`src/rtl/uart_pkg.sv`:
```
// uart_pkg: baud divisors, byte FSM encoding and mid-bit sample tick shared by the UART blocks.
package uart_pkg;
  localparam logic [8:0] DIV_9600   = 9'd326;
  localparam logic [8:0] DIV_19200  = 9'd163;
  localparam logic [8:0] DIV_38400  = 9'd81;
  localparam logic [8:0] DIV_57600  = 9'd54;
  localparam logic [8:0] DIV_115200 = 9'd27;
  localparam logic [3:0] SAMPLE_TICK = 4'd7;
  typedef enum logic [1:0] {IDLE, START, DATA, STOP} rx_state_t;
  function automatic logic [8:0] baud_div(input logic [2:0] sel);
    return sel == 3'd1 ? DIV_19200 :
           sel == 3'd2 ? DIV_38400 :
           sel == 3'd3 ? DIV_57600 :
           sel == 3'd4 ? DIV_115200 : DIV_9600;
  endfunction
endpackage

```
`src/rtl/uart_byte_rx.sv`:
```
// uart_byte_rx: synchronizer, start detect, 16x oversampling and 8N1 byte FSM.
// UART_RX_TIMEOUT_EN exposes the oversample tick for the word-level idle timeout.
module uart_byte_rx
  import uart_pkg::*;
(
  input  logic       Clk,
  input  logic       Rst_n,
  input  logic [2:0] Baud_Set,
  input  logic       uart_rx,
`ifdef UART_RX_TIMEOUT_EN
  output logic       tick,
`endif
  output logic [7:0] byte_data,
  output logic       byte_done,
  output logic       byte_err,
  output logic       busy
);
  logic s1, s2, prev, fall, sample;
  logic [2:0] baud_r, bit_cnt;
  logic [8:0] div_cnt;
  logic [3:0] tick_cnt;
  logic [7:0] sh;
  rx_state_t st;
`ifndef UART_RX_TIMEOUT_EN
  logic tick;
`endif
  assign fall = prev & ~s2;
  assign tick = div_cnt == baud_div(baud_r) - 9'd1;
  assign sample = st != IDLE && tick && tick_cnt == SAMPLE_TICK;
  assign byte_done = sample && st == STOP && s2;
  assign byte_err = sample && st == STOP && !s2;
  assign byte_data = sh;
  always_ff @(posedge Clk) begin
    if (!Rst_n) begin
      s1 <= 1'b1;
      s2 <= 1'b1;
      prev <= 1'b1;
      st <= IDLE;
      busy <= 1'b0;
      baud_r <= 3'd0;
      div_cnt <= 9'd0;
      tick_cnt <= 4'd0;
      bit_cnt <= 3'd0;
      sh <= 8'd0;
    end else begin
      s1 <= uart_rx;
      s2 <= s1;
      prev <= s2;
      div_cnt <= tick ? 9'd0 : div_cnt + 9'd1;
      if (tick) tick_cnt <= tick_cnt + 4'd1;
      case (st)
        IDLE: if (fall) begin
          st <= START;
          busy <= 1'b1;
          baud_r <= Baud_Set;
          div_cnt <= 9'd0;
          tick_cnt <= 4'd0;
        end
        START: if (sample) begin
          st <= s2 ? IDLE : DATA;
          busy <= ~s2;
          bit_cnt <= 3'd0;
        end
        DATA: if (sample) begin
          sh <= {s2, sh[7:1]};
          bit_cnt <= bit_cnt + 3'd1;
          if (bit_cnt == 3'd7) st <= STOP;
        end
        STOP: if (sample) begin
          st <= IDLE;
          busy <= 1'b0;
        end
        default: st <= IDLE;
      endcase
    end
  end
endmodule

```
`src/rtl/uart_data_rx.sv`:
```
// uart_data_rx: assembles DATA_WIDTH/8 UART bytes into a word with a one-cycle Rx_Done.
// UART_RX_TIMEOUT_EN drops a partial word after TIMEOUT_BITS idle bit-times.
module uart_data_rx
  import uart_pkg::*;
#(
  parameter int DATA_WIDTH   = 56,
  parameter int MSB_FIRST    = 1,
  parameter int TIMEOUT_BITS = 20
) (
  input  logic                  Clk,
  input  logic                  Rst_n,
  input  logic [2:0]            Baud_Set,
  input  logic                  uart_rx,
  output logic [DATA_WIDTH-1:0] data,
  output logic                  Rx_Done,
  output logic                  Frame_Err,
  output logic                  uart_state
);
  localparam int NB = DATA_WIDTH / 8;
  localparam int CW = $clog2(NB + 1);
  logic [7:0] byte_data;
  logic byte_done, byte_err, last;
  logic [CW-1:0] cnt, idx;
  logic [DATA_WIDTH-1:0] shadow, nxt;
`ifdef UART_RX_TIMEOUT_EN
  localparam int TW = $clog2(TIMEOUT_BITS * 16 + 1);
  logic tick;
  logic [TW-1:0] idle;
`endif
  uart_byte_rx u_byte (
    .Clk(Clk),
    .Rst_n(Rst_n),
    .Baud_Set(Baud_Set),
    .uart_rx(uart_rx),
`ifdef UART_RX_TIMEOUT_EN
    .tick(tick),
`endif
    .byte_data(byte_data),
    .byte_done(byte_done),
    .byte_err(byte_err),
    .busy(uart_state)
  );
  assign last = cnt == CW'(NB - 1);
  assign idx = MSB_FIRST != 0 ? CW'(NB - 1) - cnt : cnt;
  always_comb begin
    nxt = shadow;
    nxt[{idx, 3'b000} +: 8] = byte_data;
  end
  always_ff @(posedge Clk) begin
    if (!Rst_n) begin
      data <= '0;
      shadow <= '0;
      cnt <= '0;
      Rx_Done <= 1'b0;
      Frame_Err <= 1'b0;
`ifdef UART_RX_TIMEOUT_EN
      idle <= '0;
`endif
    end else begin
      Rx_Done <= byte_done && last;
      Frame_Err <= byte_err;
`ifdef UART_RX_TIMEOUT_EN
      if (uart_state || cnt == '0) idle <= '0;
      else if (tick) idle <= idle + 1'b1;
      if (!uart_state && cnt != '0 && tick && idle == TW'(TIMEOUT_BITS * 16 - 1)) cnt <= '0;
`endif
      if (byte_err) cnt <= '0;
      else if (byte_done) begin
        shadow <= nxt;
        cnt <= last ? '0 : cnt + 1'b1;
        if (last) data <= nxt;
      end
    end
  end
endmodule

```
`config.mk`:
```
export PLATFORM = sky130hd
export DESIGN_NAME = uart_data_rx
export DESIGN_NICKNAME = d
export VERILOG_FILES = /design/src/rtl/uart_pkg.sv /design/src/rtl/uart_byte_rx.sv /design/src/rtl/uart_data_rx.sv
export SDC_FILE = /design/constraint.sdc
export NUM_CORES = 1
export LEC_CHECK = 0
export CORE_AREA = 8 8 144 213
export CTS_CLUSTER_DIAMETER = 200
export CTS_CLUSTER_SIZE = 20
export DETAILED_ROUTE_END_ITERATION = 8
export DIE_AREA = 0 0 152 221
export SETUP_SLACK_MARGIN = 0.3
export SLEW_MARGIN = 20
export SYNTH_ARGS = -nofsm -noshare
export SYNTH_HDL_FRONTEND = slang
export SYNTH_HIERARCHICAL = 1
export SYNTH_SLANG_ARGS = --single-unit
```
`constraint.sdc`:
```
create_clock -name Clk -period 4.4 [get_ports Clk]
set_clock_uncertainty 0.2 [all_clocks]
set_input_delay 1.1 -clock Clk [delete_from_list [all_inputs] [get_ports Clk]]
set_output_delay 1.1 -clock Clk [all_outputs]
set_load 0.01 [all_outputs]
```
## After elaboration in Yosys (flattened, before gate mapping)

Index checks and enable logic that the tools add are counted.

- Bits of input ports: 6
- Word-level logic and storage cells: 89
- Register bits: 150
- Output and inout port bits: 59

- Bitwise gates (word level): 4
- Mux-type cells: 26
- Shift-type cells: 2
- Reduce and logical (&&, ||, !) cells: 19
- Equal/unequal tests: 16
- Add/subtract/negate cells: 7

Operators by type and width:

| operator | count |
|---|---|
| two-way mux 9 bit | 7 |
| bitwise mux 56 bit | 1 |
| variable shift 8 x 8 -> 56 bit (first input constant) | 1 |
| indexed part select 8 x 8 -> 56 bit | 1 |
| two-way mux 2 bit | 6 |
| two-way mux 4 bit | 3 |
| inequality test 2 x 1 -> 1 bit (second input constant) | 5 |
| adder 9 x 1 -> 9 bit (second input constant) | 1 |
| equality test 3 bit (second input constant) | 3 |
| equality test 9 bit | 1 |
| two-way mux 3 bit | 3 |
| subtractor 9 x 1 -> 9 bit (second input constant) | 1 |
| negator 6 -> 8 bit | 1 |
| case mux 2 bit (4 select lines) | 1 |
| adder 3 x 1 -> 3 bit (second input constant) | 2 |
| equality test 3 x 2 -> 1 bit (second input constant) | 2 |
| logical AND 1 bit | 6 |
| case mux 3 bit (2 select lines) | 1 |
| AND reduction 2 bit | 3 |
| AND reduction 3 bit | 2 |
| AND reduction 5 bit | 1 |
| adder 4 x 1 -> 4 bit (second input constant) | 1 |
| equality test 2 bit (second input constant) | 2 |
| equality test 4 x 3 -> 1 bit (second input constant) | 1 |
| other kinds (13) | 18 |

## Logic depth before layout (Yosys ltp)

- Word-level depth: 13
- Depth in mapped cells: 17
- Gate-level depth less buffers: 13

## Cells and area by module

Netlist, hierarchy kept.

By module, submodules not included:

| module | cells an instance | area each (um^2) | instances | seq. area each (um^2) |
|---|---|---|---|---|
| uart_data_rx | 544 | 4971.0 | 1 | 2342.2 |
| uart_byte_rx | 203 | 1801.7 | 1 | 660.6 |

## Least setup slack after synthesis

OpenSTA, ideal clock, no wires.

- Kind: reg-to-reg
- Start: register u_byte.baud_r[1]
- End: register data[10]
- Stages on the path, launching flop included: 18
- Setup slack: 0.394 ns
- Required time: 4.071 ns
- Arrival time: 3.678 ns
- Period minus slack after synthesis: 4.006 ns
- Library setup time: 0.129 ns
- Buffers on the path: 5
- Path through: dfxtp_1 > buf_6 > maj3_2 > or2_2 > ha_1 > xnor2_1 > a21o_1 > a211oi_4 > and4_1 > buf_2 > and3_1 > clkbuf_1 > and4b_2 > clkbuf_1 > nor2_1 > clkbuf_1 > nand2_1 > o21ai_0

- Elaborated cells between the ends (all ways): 17
- Classes of those cells: 1 x add/sub; 5 x eq/ne; 4 x mux; 1 x bitwise; 6 x reduce/logical

RTL lines:

| element | line | source |
|---|---|---|
| from (decl) | uart_byte_rx.sv:19 | `logic [2:0] baud_r, bit_cnt;` |
| from (signal assigned) | uart_byte_rx.sv:55 | `baud_r <= Baud_Set;` |
| equality test 3 bit | uart_pkg.sv:14 | `sel == 3'd4 ? DIV_115200 : DIV_9600;` |
| two-way mux 9 bit | uart_pkg.sv:14 |  |
| two-way mux 9 bit | uart_pkg.sv:13 | `sel == 3'd3 ? DIV_57600 :` |
| two-way mux 9 bit | uart_pkg.sv:12 | `sel == 3'd2 ? DIV_38400 :` |
| two-way mux 9 bit * | uart_pkg.sv:11 | `return sel == 3'd1 ? DIV_19200 :` |
| subtractor 9 x 1 -> 9 bit * | uart_byte_rx.sv:28 | `assign tick = div_cnt == baud_div(baud_r) - 9'd1;` |
| equality test 9 bit * | uart_byte_rx.sv:28 |  |
| logical AND 1 bit * (2 in series) | uart_byte_rx.sv:29 | `assign sample = st != IDLE && tick && tick_cnt == SAMPLE_TICK;` |
| logical AND 1 bit * (2 in series) | uart_byte_rx.sv:30 | `assign byte_done = sample && st == STOP && s2;` |
| named net byte_done | uart_data_rx.sv:22 | `logic byte_done, byte_err, last;` |
| AND reduction 3 bit (no source line) * | -- |  |
| to (signal assigned) | uart_data_rx.sv:71 | `if (last) data <= nxt;` |
| to (decl) | uart_data_rx.sv:14 | `output logic [DATA_WIDTH-1:0] data,` |

Mark *: on every way through the listed nets, which the timed path passes. The rest lies on a longest branch.
A chain may end at the register's enable or synchronous reset.

## Worst setup path after layout

- Start: register u_byte.baud_r[0]
- End: register data[39]

Same word-level chain as after synthesis.

==> results.toml <==
[run_status]
status = "finished clean"

[logic_synthesis]
synth_top_family_by_area = "simple AND/OR/NAND/NOR gates"
synth_top_area_share_pct = 44.3
synth-edff-count = 0
syn_inst = 747
synth_top_area_cell = "dfxtp_1"
synth-simple-area-share_pct = 18.2
syn_avg_cell_area_um2 = 9.07
ys_types = 64
synth_xor_area_share_pct = 2.05
synth_area_leaders = "dfxtp_1 (44%), mux2i_1 (10%), o21ai_0 (6.4%), nand3_1 (4.0%), a21oi_1 (3.8%)"
synthAdderAreaFrac_pct = 3.68
ys_warn_count = 6
synth_area_um2 = 6770
synthTopCellsByCount = "dfxtp_1 (150), o21ai_0 (87), mux2i_1 (70)"
synth_compound_area_share_pct = 17.3
synthMuxAreaShare_pct = 10.3
syn-num-nets = 772
ys_seq_elements = 150
ys.flop_type = "dfxtp_1"
ys_seq_area_share_pct = 44.3
synth_most_common_cell = "dfxtp_1"
async_flop_share_pct = 0

[power]
combPwrFrac_pct = 3.5
switchingPower_uw = 722
pwr-share-seq_pct = 45.9
switching_share_pct = 24.1
internal_power_mw = 2.28
powerDensity_nw_per_um2 = 358
ir_worst_vdd_mv = 0.239
p_leak_nw = 3.14
p_clk_share_pct = 50.6

[critical_path]
slowest_stage = "and4b_4"
timing.critical_path.cells = "maj3_2 -> or2_2 -> ha_1 -> xor2_1 -> or4_4 -> nand2_1 -> and4_1 -> and3_1 -> and4b_4 -> buf_12 -> o21ai_0 -> a21oi_1"
arrival_ns = 4.03
worstSetupStartpointType = "flip-flop"
cp-end-kind = "flip-flop"
worst-setup-path-type = "flip-flop to flip-flop"
critPathMaxFanout = 58
slowest_delay_ns = 0.50
critPathRequiredTime_ns = 4.54

[drt]
wl_mm = 16.9
ant_nets = 0
detail_route.wl_per_cell_um = 14.8
first_pass_iters = 4
first_iter_violations = 389
num_vias = 5376
drc = 0
viasPerCell = 4.68

[finish]
drive_gt1_share_pct = 9.10
nets = 814
area_growth_pct = 23.8
final_cell_area_um2 = 8380
final_cells = 1148
finish.utilization_pct = 30.3
diodes = 0
fill_cells = 2812

[die]
rows = 75
io_pins = 65
die_x_um = 152
die_area_um2 = 33600
start_util_pct = 24.5
die-height_um = 221
core-area_um2 = 27700

[placed_design]
placed_area_um2 = 7720
place.gp.congestion = 0.773
placedCellCount = 1114
dp_hpwl_mm = 11.6
port_buffers = 64

[grt]
grt_overflow = 0
grt_pass1_wl_mm = 28.0
grt_pass1_vias = 5227
grtUsageTotal_pct = 10.3
grt_max_degree = 76
antenna_found_initial = 0

[sta]
finalHoldViolCount = 0
fin_tns_setup_ns = 0
fin_crit_sh_pct = 88.5
setup_violations = 0
slew_headroom_pct = 53.5
fin_crit_ns = 3.89
tightestPinTransition_ns = 0.694
slew_violations = 0
rsz0062_at_grt = "yes"
holdWs_ns = 0.216
max_freq_mhz = 257

[clocking]
cts.clk_slew.worst_paths_ns = 0.06
htree_levels = 4
cts_num_sinks = 150
insertion_delay_ns = 0.42
numCtsBuffers = 17
cts_buffer_depth = 2
cts_root_buf = "clkbuf_16"
cts_tree = "built"

[job]
cap_violations = 0

[min_path]
holdCritPathClass = "flip-flop to flip-flop"
[layout make-up]
type	instances	area (µm²)	area share, %
Clock buffer	18	429	5.12
Inverter	10	37.5	0.448
Tap cell	346	433	5.16
Clock inverter	14	186	2.22
Sequential cell	150	3000	35.8
Timing Repair Buffer	80	781	9.31
Multi-Input combinational cell	530	3510	41.9
[final timing paths]
check                                start               endpoint  slack (ns)  cells past startpoint
max          u_byte/baud_r[0]$_SDFFE_PN0P_  data[39]$_SDFFE_PN0P_        0.51                     12
min                   u_byte/s1$_SDFF_PN1_   u_byte/s2$_SDFF_PN1_        0.22                      1
max reg2reg  u_byte/baud_r[0]$_SDFFE_PN0P_  data[39]$_SDFFE_PN0P_        0.51                     12
min reg2reg           u_byte/s1$_SDFF_PN1_   u_byte/s2$_SDFF_PN1_        0.22                      1
[timing repair]
| item | 4_1_cts | 5_1_grt |
|---|---|---|
| gates resized for setup | 0 | 6 |
| hold buffers | 0 | 0 |
| endpoints found under the setup margin | 0 | 81 |
| buffers inserted | 0 | 2 |
[cell usage in the layout, fill, tap and decap left out, types with 14 or more instances in the layout]
master and n:
a21oi_1 52, nand2_1 55, dfxtp_1 149, a22oi_1 17
buf_4 14, ha_1 19, clkdlybuf4s50_1 63, o21ai_0 87
nand3_1 54, nor2_1 49, clkbuf_16 17, nand2b_1 18
mux2i_1 70
[logic make-up (layout without fill, tap and decap cells)]
| logic type | count (synthesis) | in the layout |
|---|---|---|
| and+or+nand+nor | 233 | 233 |
| AOI/OAI and AO/OA | 192 | 192 |
| DFF | 150 | 150 |
| muxes | 70 | 70 |
| buffers and inverters | 67 | 122 |
| adders and majority gates | 20 | 20 |
| xor gates and xnor gates | 15 | 15 |
[layer usage]
layer / vias up / wire, µm / global-route usage [%]
met2: 101 / 8560 / 18.6
met1: 2521 / 7140 / 11.1
met4: 0 / 317 / 4.72
met5: - / 0 / 0
li1: 2737 / - / -
met3: 17 / 913 / 2.54
[metrics by stage]
stage               worst slack (ns)  total power [mW]
finish                         0.508              3.00
global placement               0.450              1.51
floorplan                      0.394              1.48
detailed placement             0.376              1.51
global route                   0.264              3.11
CTS                            0.370              3.04
[sequential cells by signal (all words and copies together) (netlist names), named ones only]
| register | flops |
|---|---|
| shadow | 56 |
| u_byte/div_cnt | 9 |
| u_byte/bit_cnt | 3 |
| data | 56 |
| Rx_Done | 1 |
| u_byte/byte_data | 8 |
| u_byte/baud_r | 3 |
| u_byte/s1 | 1 |
| u_byte/st | 1 |
| u_byte/busy | 1 |
| Frame_Err | 1 |
| u_byte/s2 | 1 |
| cnt | 3 |
| u_byte/prev | 1 |
| u_byte/tick_cnt | 4 |
[power by group through the flow]
stage,sequential [mW],combinational [mW],clock (mW)
CTS,1.38,0.105,1.56
global route,1.38,0.118,1.62
global placement,1.41,0.104,0
detailed placement,1.41,0.105,0
floorplan,1.40,0.0774,0
finish,1.38,0.104,1.52
[worst max-delay path: cells and delay by family, from the launching register on]
family / cells / cell delay, ns
AO/OA/AOI/OAI: 2 / 0.30
XOR/XNOR: 1 / 0.16
adder cells (fa/ha/maj): 2 / 0.59
buffers and inverters: 1 / 0.27
flip-flops: 1 / 0.41
AND/OR/NAND/NOR: 6 / 1.88
No activity file was read; power rests on OpenSTA's default activity.
==> edit (same settings) <==
Change the parameter `MSB_FIRST` from 1 to 0.
--- a/src/rtl/uart_data_rx.sv
+++ b/src/rtl/uart_data_rx.sv
@@ -4,7 +4,7 @@
   import uart_pkg::*;
 #(
   parameter int DATA_WIDTH   = 56,
-  parameter int MSB_FIRST    = 1,
+  parameter int MSB_FIRST    = 0,
   parameter int TIMEOUT_BITS = 20
 ) (
   input  logic                  Clk,
Check against the original RTL: no difference found for any inputs over 10 cycles, from zero or initial values and one cycle with Rst_n low; that may be too few to reach the edited logic, so the function may still have changed.
==> edit against the unedited design <==
Sequential cell count is the same. Synthesized area grew 3.5%. Sequential power is essentially flat. Synthesized cell count grew 4.4%. Non-clock buffer count shrank 1. Wire length grew 10%. Total power shrank 4.7%. Final area grew 1.2%. Clock power shrank 9.9%. Via count grew 7.0%. Worst setup slack lost 0.035 ns. Hold slack lost 0.0060 ns. Highest routed layer unchanged.
==> edit: results (changes against the unedited design) <==
** Global route
- The number of global-route vias before repair came to 5668 (+8.4%).
- Global-route wire length before repair :: 30250 um (+8.1%)
- Total routing usage reported by global routing :: 0.1105 (+0.007756)
- Maximum number of pins on one net before global-route repair :: 69 (-9.2%)

** Power and ir drop
- Leakage power summed over all cells :: 2.962 nW (-5.7%)
- Peak VDD IR :: 0.2582 mV (+8.1%)

** Setup path
- In this run the critical register-to-register path is captured at shadow[11].
- CP max stage delay :: 0.58 ns (+0.08 ns)
- Critical path's slowest cell :: sky130_fd_sc_hd__and4_1
- Data arrival time of the critical path :: 4.08 ns (+0.05 ns)
- Top fanout value on the critical path :: 11 (-81%)
- The setup slack of the worst register-to-register path was 0.47 ns (-0.04 ns).
- Depth of the most critical reg-to-reg path :: 11 (-1)

** Layout
- The net count of the finished layout came to 838 (+2.9%).
- The share of layout cells above drive strength 1 was 0.09300 (+0.001973).

** Placed design
- The weighted congestion reported at the end of routability-driven placement came to 0.7937 (+2.7%).
- The pre-CTS setup slack is 0.4577 ns (+0.08204 ns).
- Placed cell count :: 1142 (+2.5%)

** Logic synthesis
- Synthesized net count :: 803 (+4.0%)
- Dominant cells by area after synthesis :: sky130_fd_sc_hd__dfxtp_1, sky130_fd_sc_hd__mux2i_1, sky130_fd_sc_hd__nand2_1
- The synthesized-area fraction occupied by adder cells is 0.03196 (-0.004805).
- The fraction of the mapped netlist area in compound gates is 0.1646 (-0.008673).
- Average size of a mapped cell :: 8.985 um2 (-0.90%)
- The area share of xor/xnor cells in the synthesized design was 0.01750 (-0.003009).
- Post-synthesis sequential area ratio :: 0.4285 (-0.01488)

** Routing
- The first-pass iteration count of the detailed router came to 6 (+2).
- Via-per-instance ratio :: 4.898 (+4.6%)
- The final wirelength is 18670 um (+10%).
- The initial DRC count was 382 (-1.8%).
- Routed via count :: 5750 (+7.0%)

** Timing
- Final min period :: 3.928 ns (+0.03529 ns)

** Run status
- Status :: completed
==> edit: cell count changes after synthesis, moves of 10 or more <==
| cell | unedited run | this run |
|---|---|---|
| sky130_fd_sc_hd__a211oi_1 | 2 | 25 |
| sky130_fd_sc_hd__a21boi_0 | 2 | 17 |
| sky130_fd_sc_hd__a21oi_1 | 52 | 5 |
| sky130_fd_sc_hd__a22oi_1 | 17 | 1 |
| sky130_fd_sc_hd__a31oi_1 | 0 | 15 |
| sky130_fd_sc_hd__mux2i_1 | 70 | 57 |
| sky130_fd_sc_hd__nand2_1 | 55 | 127 |
| sky130_fd_sc_hd__nand2b_1 | 18 | 8 |
| sky130_fd_sc_hd__nand3_1 | 54 | 32 |
| sky130_fd_sc_hd__nand4_1 | 2 | 12 |
| sky130_fd_sc_hd__o21ai_0 | 87 | 58 |
| sky130_fd_sc_hd__o221ai_1 | 0 | 16 |
==> edit: how the worst min path moves through the flow <==
stage,startpoint,to,slack [ns],cells after the start
floorplan,u_byte/s1,u_byte/s2,0.19,1
global placement,u_byte/s1,u_byte/s2,0.20,1
detailed placement,u_byte/s1,u_byte/s2,0.20,1
CTS,u_byte/s1,u_byte/s2,0.21,1
global route,u_byte/s1,u_byte/s2,0.24,1
finish,u_byte/s1,u_byte/s2,0.21,1
==> edit: where the power goes <==
group          internal [mW]  total, mW  switching, mW
clock network          0.751       1.37          0.622
logic                 0.0435      0.106         0.0623
registers               1.37       1.38         0.0112
total                   2.16       2.86          0.696
==> edit: cell type report <==
cell class / count / area, um2
flip-flops and latches: 150 / 3004
multi-input cells: 558 / 3679
clock buffers: 18 / 439.2
fillers: 2882 / 19200
repair buffers: 79 / 775.7
well taps: 346 / 432.9
clock inverters: 14 / 117.6
inverters: 9 / 33.78
==> edit: metal layers <==
metal | vias to the layer above | part of all wire | track usage
met5 | - | 0 | 0
met4 | 0 | 0.024 | 0.04788
met3 | 25 | 0.048 | 0.02712
met2 | 134 | 0.52 | 0.2028
met1 | 2738 | 0.41 | 0.1179
li1 | 2853 | - | -
==> edit: through the flow <==
step,cell area (um2),hold WS [ns],power (mW)
final,8482,0.2096,2.857
after global routing,8482,0.2419,2.959
after CTS,8474,0.2145,2.890
after detailed placement,7918,0.1987,1.514
after global placement,7918,0.1968,1.512
after floorplan,7008,0.1863,1.484
==> edit: cell families (layout without fill, tap and decap cells) <==
group                      count (synthesis)  count (layout)
DFF                                      150             150
xor gates and xnor gates                  14              14
buffers and inverters                     72             120
and+or+nand+nor                          303             303
AOI/OAI and AO/OA                        166             166
adders and majority gates                 18              18
muxes                                     57              57
==> edit: what timing repair did <==
item	in CTS	in global routing
resized for setup	0	5
endpoints found under the setup margin	0	35
hold buffers	0	0
buffers inserted	0	0
